`src/rtl/csr_access_ctrl.sv`:
```
// Machine-mode CSR sequencer: Zicsr read-modify-write, trap entry and mret over one CSR file port.
// Optional macro CSR_TRAP_TVAL_EN adds the T_TVAL state so trap entry also writes mtval.
module csr_access_ctrl (
    input  logic        ctrl_clk,
    input  logic        ctrl_reset_n,
    output logic        ready,
    input  logic        req_valid,
    input  logic [2:0]  req_funct3,
    input  logic [11:0] req_addr,
    input  logic [31:0] req_rs1_data,
    input  logic [4:0]  req_uimm,
    input  logic        req_rs1_zero,
    output logic        resp_valid,
    output logic [31:0] resp_rdata,
    output logic        resp_illegal,
    input  logic        trap_valid,
    input  logic [31:0] trap_pc,
    input  logic [31:0] trap_cause,
    input  logic [31:0] trap_tval,
    input  logic        mret_valid,
    output logic        redirect_valid,
    output logic [31:0] redirect_pc,
    output logic [11:0] csr_addr,
    output logic [31:0] csr_wdata,
    output logic        csr_wen,
    input  logic [31:0] csr_rdata
);
    localparam logic [11:0] MSTATUS = 12'h300, MTVEC = 12'h305, MEPC = 12'h341,
                            MCAUSE = 12'h342, MTVAL = 12'h343;

    typedef enum logic [3:0] {
        IDLE, C_RD, C_WR, C_RESP, T_EPC, T_CAUSE, T_TVAL, T_ST_RD, T_ST_WR,
        T_VEC_RD, M_ST_RD, M_ST_WR, M_EPC_RD, REDIR
    } state_t;

    state_t      state, state_nxt;
    logic [2:0]  funct3_q;
    logic [11:0] addr_q;
    logic [31:0] rs1_q, cause_q, old_q;
    logic [4:0]  uimm_q;
    logic        rs1z_q, is_mret_q;
    logic [29:0] pc_q;
`ifdef CSR_TRAP_TVAL_EN
    logic [31:0] tval_q;
    logic [1:0]  unused_in;
    assign unused_in = trap_pc[1:0];
`else
    logic [33:0] unused_in;
    assign unused_in = {trap_pc[1:0], trap_tval};
`endif

    logic [31:0] src, wval, trap_target, vec_base;
    logic        wr_needed, addr_ok, illegal;

    assign src       = funct3_q[2] ? {27'b0, uimm_q} : rs1_q;
    assign wr_needed = (funct3_q[1:0] == 2'b01) || (funct3_q[2] ? (uimm_q != 5'd0) : !rs1z_q);

    always_comb begin
        case (addr_q)
            12'h300, 12'h301, 12'h304, 12'h305, 12'h340, 12'h341,
            12'h342, 12'h343, 12'h344, 12'hF14: addr_ok = 1'b1;
            default:                           addr_ok = 1'b0;
        endcase
    end

    // Read-only space (addr[11:10] == 11) is only illegal when actually written.
    assign illegal = (funct3_q[1:0] == 2'b00) || !addr_ok ||
                     (wr_needed && addr_q[11:10] == 2'b11);

    always_comb begin
        case (funct3_q[1:0])
            2'b10:   wval = old_q | src;
            2'b11:   wval = old_q & ~src;
            default: wval = src;
        endcase
    end

    // old_q holds mtvec when REDIR is reached from trap entry.
    assign vec_base    = {old_q[31:2], 2'b00};
    assign trap_target = (old_q[1:0] == 2'b01 && cause_q[31]) ?
                         vec_base + {cause_q[29:0], 2'b00} : vec_base;

    always_comb begin
        state_nxt = state;
        case (state)
            IDLE: begin
                if (trap_valid)      state_nxt = T_EPC;
                else if (mret_valid) state_nxt = M_ST_RD;
                else if (req_valid)  state_nxt = C_RD;
            end
            C_RD:     state_nxt = C_WR;
            C_WR:     state_nxt = C_RESP;
            T_EPC:    state_nxt = T_CAUSE;
`ifdef CSR_TRAP_TVAL_EN
            T_CAUSE:  state_nxt = T_TVAL;
            T_TVAL:   state_nxt = T_ST_RD;
`else
            T_CAUSE:  state_nxt = T_ST_RD;
`endif
            T_ST_RD:  state_nxt = T_ST_WR;
            T_ST_WR:  state_nxt = T_VEC_RD;
            T_VEC_RD: state_nxt = REDIR;
            M_ST_RD:  state_nxt = M_ST_WR;
            M_ST_WR:  state_nxt = M_EPC_RD;
            M_EPC_RD: state_nxt = REDIR;
            default:  state_nxt = IDLE;
        endcase
    end

    always_comb begin
        ready          = (state == IDLE);
        resp_valid     = 1'b0;
        resp_rdata     = 32'd0;
        resp_illegal   = 1'b0;
        redirect_valid = 1'b0;
        redirect_pc    = 32'd0;
        csr_addr       = 12'd0;
        csr_wdata      = 32'd0;
        csr_wen        = 1'b0;
        case (state)
            C_RD: csr_addr = addr_q;
            C_WR: begin
                csr_addr  = addr_q;
                csr_wdata = wval;
                csr_wen   = wr_needed && !illegal;
            end
            C_RESP: begin
                resp_valid   = 1'b1;
                resp_rdata   = illegal ? 32'd0 : old_q;
                resp_illegal = illegal;
            end
            T_EPC:   begin csr_addr = MEPC;   csr_wdata = {pc_q, 2'b00}; csr_wen = 1'b1; end
            T_CAUSE: begin csr_addr = MCAUSE; csr_wdata = cause_q;       csr_wen = 1'b1; end
`ifdef CSR_TRAP_TVAL_EN
            T_TVAL:  begin csr_addr = MTVAL;  csr_wdata = tval_q;        csr_wen = 1'b1; end
`endif
            T_ST_RD: csr_addr = MSTATUS;
            T_ST_WR: begin
                csr_addr  = MSTATUS;
                csr_wdata = {old_q[31:8], old_q[3], old_q[6:4], 1'b0, old_q[2:0]};
                csr_wen   = 1'b1;
            end
            T_VEC_RD: csr_addr = MTVEC;
            M_ST_RD:  csr_addr = MSTATUS;
            M_ST_WR: begin
                csr_addr  = MSTATUS;
                csr_wdata = {old_q[31:8], 1'b1, old_q[6:4], old_q[7], old_q[2:0]};
                csr_wen   = 1'b1;
            end
            M_EPC_RD: csr_addr = MEPC;
            REDIR: begin
                redirect_valid = 1'b1;
                redirect_pc    = is_mret_q ? old_q : trap_target;
            end
            default: ;
        endcase
    end

    always_ff @(posedge ctrl_clk) begin
        if (!ctrl_reset_n) begin
            state     <= IDLE;
            funct3_q  <= 3'd0;
            addr_q    <= 12'd0;
            rs1_q     <= 32'd0;
            uimm_q    <= 5'd0;
            rs1z_q    <= 1'b0;
            pc_q      <= 30'd0;
            cause_q   <= 32'd0;
            is_mret_q <= 1'b0;
            old_q     <= 32'd0;
`ifdef CSR_TRAP_TVAL_EN
            tval_q    <= 32'd0;
`endif
        end else begin
            state <= state_nxt;
            if (state == IDLE) begin
                if (trap_valid) begin
                    pc_q      <= trap_pc[31:2];
                    cause_q   <= trap_cause;
                    is_mret_q <= 1'b0;
`ifdef CSR_TRAP_TVAL_EN
                    tval_q    <= trap_tval;
`endif
                end else if (mret_valid) begin
                    is_mret_q <= 1'b1;
                end else if (req_valid) begin
                    funct3_q <= req_funct3;
                    addr_q   <= req_addr;
                    rs1_q    <= req_rs1_data;
                    uimm_q   <= req_uimm;
                    rs1z_q   <= req_rs1_zero;
                end
            end
            if (state == C_RD || state == T_ST_RD || state == T_VEC_RD ||
                state == M_ST_RD || state == M_EPC_RD)
                old_q <= csr_rdata;
        end
    end
endmodule

```
`config.mk`:
```
export PLATFORM = sky130hd
export DESIGN_NAME = csr_access_ctrl
export DESIGN_NICKNAME = d
export VERILOG_FILES = /design/src/rtl/csr_access_ctrl.sv
export SDC_FILE = /design/constraint.sdc
export NUM_CORES = 1
export LEC_CHECK = 0
export ABC_AREA = 0
export BUFFER_PORTS_ARGS = -buffer_cell sky130_fd_sc_hd__buf_4
export CORE_ASPECT_RATIO = 0.75
export CORE_MARGIN = 3
export CORE_UTILIZATION = 40
export CTS_BUF_LIST = sky130_fd_sc_hd__clkbuf_2
export DETAILED_ROUTE_END_ITERATION = 10
export PLACE_DENSITY = 0.7
export SETUP_SLACK_MARGIN = 0.02
export SLEW_MARGIN = 20
export SYNTH_ARGS = -nofsm -noshare
export SYNTH_HDL_FRONTEND = slang
export SYNTH_SLANG_ARGS = --single-unit
export TNS_END_PERCENT = 30
```
`constraint.sdc`:
```
create_clock -name ctrl_clk -period 3.6 [get_ports ctrl_clk]
set_input_delay 0.54 -clock ctrl_clk [delete_from_list [all_inputs] [get_ports ctrl_clk]]
set_output_delay 0.54 -clock ctrl_clk [all_outputs]
set_load 0.01 [all_outputs]
```
==> metrics <==
later-pin clock latency in the skew report 0.80 ns; Die Height 137 um; DRC violation total after the first TritonRoute iteration 1,082; CTS tree yes; Slowest-stage cell, CP dfxtp_1; leading area contributor after synthesis dfxtp_1; standard-cell row count 47; largest net degree at the start of global routing 80; clk sinks 152; GRT Total Usage 30.7%; CP Depth 10; largest cells by area after synthesis dfxtp_1 33%, nand2_1 12%, a21oi_1 9.2%; drt drc 0; Initial Utilization 41.1%; Min Hold Slack 0.0962 ns; Reg area 3080 um2; Worst Slack Setup Final -0.280 ns; arrival time at the worst endpoint 3.34 ns; Max Cap Viol 0; final hold violations 0; Final Cycle Share 108%; nets@finish 1,883; post-synth top area share 33.1%; nature of the critical path endpoint primary output; Max transition margin 42.5%; die width 181 um; DP Wirelength 26.6 mm; CTS root buf clkbuf_2; Overflow after GRT 0; path depth of the worst reg2reg path 6; FILL cells 1,967; layout cells sized above 1 27.8%; Hold Path Origin mret_valid; status finished with violations; Finish-stage setup viols 20; Area after DPL 11,600 um2; vias in the first global route 10,867; CTS Buf Count 17; Critical Path Start cause_q[15]$_SDFFE_PN0P_; Yosys warning total 0; Longest Clk Path Bufs 2; routed length per instance 20.0 um; sequential cell area fraction in the yosys report 33.1%; Startpoint Class flop; critical path class reg2out; initial antenna violation count 1; Synth Area per Inst 7.26 um2; Synth Instances 1,266; CP bufs+invs 1; FF-to-FF End rs1_q[18]$_SDFFE_PN0P_; power density cells 529 nW/um2; flops & latches, synth 152; antenna viol nets, final 0; most used cell, CP a21o_1; Net Count, Synth 1,482; Slew Viols, Final 0; fmax 258 MHz; Ports 299; vias per cell 5.66; EDFF count, synth 0; r2r setup slk 1.04 ns; core box area 22,300 um2; CP required 3.06 ns; Final Wtd Congestion 0.936; Synth async-reset ratio 0%; Cell Area, Synth 9190 um2; Max rail drop VDD 345 uV; design area 13,800 um2; htree depth 4; Max Fanout on Critical Path 6; Multi-input gate area 6090 um2; LEAKAGE 5.86 nW; Layout area overhead 50.3%; most common cell in the netlist nand2_1; Setup crit end redirect_pc[28]; reg2reg start state[3]$_SDFFE_PN0P_; max incr delay on CP 0.40 ns; Clock Skews 0.0529 ns; router iterations before antenna repair 7; Period minus WS final 3.88 ns; failing checks negative setup slack; Die ar. 24,800 um2; Crit path max-delay family compound AO/OA/AOI/OAI gates; Synth top cells by count 301 x nand2_1, 169 x a21oi_1, 152 x dfxtp_1, 101 x nor2_1, 75 x clkbuf_1; HP Class in2reg; setup_tns -3.31 ns; Netlist cell types 75; CTS clock-pin slew for the worst setup and hold paths 0.24 ns; PortBufs 264; global-route wire length before repair 60.7 mm; via count 11,188; Tightest Pin Transition 0.863 ns; RSZ-0062 raised after global routing yes; total routed wirelength 39.4 mm; crit-path cells ha_1 > a21o_1 > a21o_1 > a21oi_1 > nor2b_1 > o41ai_4 > a211oi_2 > o211a_1 > nor3_2 > buf_4; Most used DFF post-synth dfxtp_1
-- layout by cell type, fill, tap and decap left out, types with 6 or more instances in the layout --
| cell type | n |
|---|---|
| o21ai_1 | 9 |
| a21oi_2 | 16 |
| mux2i_1 | 37 |
| nor3_1 | 13 |
| a31oi_1 | 32 |
| a222oi_1 | 28 |
| dfxtp_1 | 131 |
| dlygate4sd3_1 | 148 |
| xnor2_1 | 10 |
| nand2b_1 | 30 |
| o21ai_0 | 44 |
| clkbuf_2 | 17 |
| and3_1 | 10 |
| ha_1 | 22 |
| buf_4 | 322 |
| nor2_1 | 96 |
| nand2_1 | 299 |
| or3_1 | 7 |
| nand3_1 | 10 |
| a21o_1 | 14 |
| a21oi_1 | 152 |
| and2_1 | 41 |
| dfxtp_2 | 16 |
| inv_8 | 6 |
| o21a_1 | 8 |
| inv_1 | 12 |
-- metal layers --
metal  GRT usage [%]  routed length, um  vias up  share of wire, %
met5               0                  0        -                 0
li1                -                  -     5249                 -
met3            7.02               3630       75               9.2
met1            40.3              16800     5275                43
met2            51.0              18000      589                46
met4            8.71                958        0               2.4
-- through the flow --
step	worst slack (ns)	total power, mW	util, %	std cells
after CTS	-0.368	7.18	61.3	1971
after floorplan	0.643	4.52	-	1266
after detailed placement	0.199	5.84	52.0	1782
after global routing	-0.480	7.74	61.8	1975
after global placement	0.262	5.79	52.0	1782
final	-0.280	7.30	61.8	1975
-- final cells by class --
cell class | count | area share, %
sequential | 152 | 22.3
tap | 294 | 2.66
clock buffer | 17 | 0.616
antenna | 1 | 0.0181
multi-input combinational | 1008 | 44.1
inverter | 14 | 0.398
clock inverter | 15 | 1.28
timing repair buffer | 474 | 28.6
-- where the power goes --
group	switching (mW)	total, mW	internal [mW]
Combinational	2.18	3.71	1.53
Sequential	0.450	2.52	2.07
Clock	0.780	1.08	0.297
Total	3.41	7.30	3.90
-- logic make-up (layout without fill, tap and decap cells) --
kind of cell	after synthesis	in the layout	synth area share (%)
simple gates	560	560	27.2
compound gates	367	367	25.5
flops	152	152	33.1
buf+inv	106	520	4.57
mux	37	37	4.03
fa+ha+maj	30	30	4.17
xor+xnor	14	14	1.33
other cells	0	1	0
-- worst min path at each step --
stage                             end  cells past startpoint  slack (ns)
2_1_floorplan   rs1_q[0]$_SDFFE_PN0P_                      2        0.44
3_3_place_gp    pc_q[26]$_SDFFE_PN0P_                      2        0.44
3_5_place_dp    pc_q[17]$_SDFFE_PN0P_                      2        0.45
4_1_cts         old_q[2]$_SDFFE_PN0P_                      3        0.03
5_1_grt        is_mret_q$_SDFFE_PN0P_                      3        0.04
6_report       is_mret_q$_SDFFE_PN0P_                      3         0.1
-- registers in the layout, indices dropped and copies added (netlist names) --
name,cells
is_mret_q,1
state,4
uimm_q,5
cause_q,32
rs1_q,32
pc_q,30
old_q,32
funct3_q,3
rs1z_q,1
addr_q,12
-- repair_timing --
item	CTS	global route
cloned	0	0
endpoints found under the hold margin	147	1
pin swaps	35	16
gates resized for setup	82	27
hold buffers	147	1
buffers inserted	10	2
endpoints found under the setup margin	58	47
-- worst min-delay path: cells and delay by family --
family | cells | cell delay, ns
AO/OA/AOI/OAI | 1 | 0.12
buffers and inverters | 1 | 0.13
AND/OR/NAND/NOR | 1 | 0.05
Power figures use the tool's default switching activity.
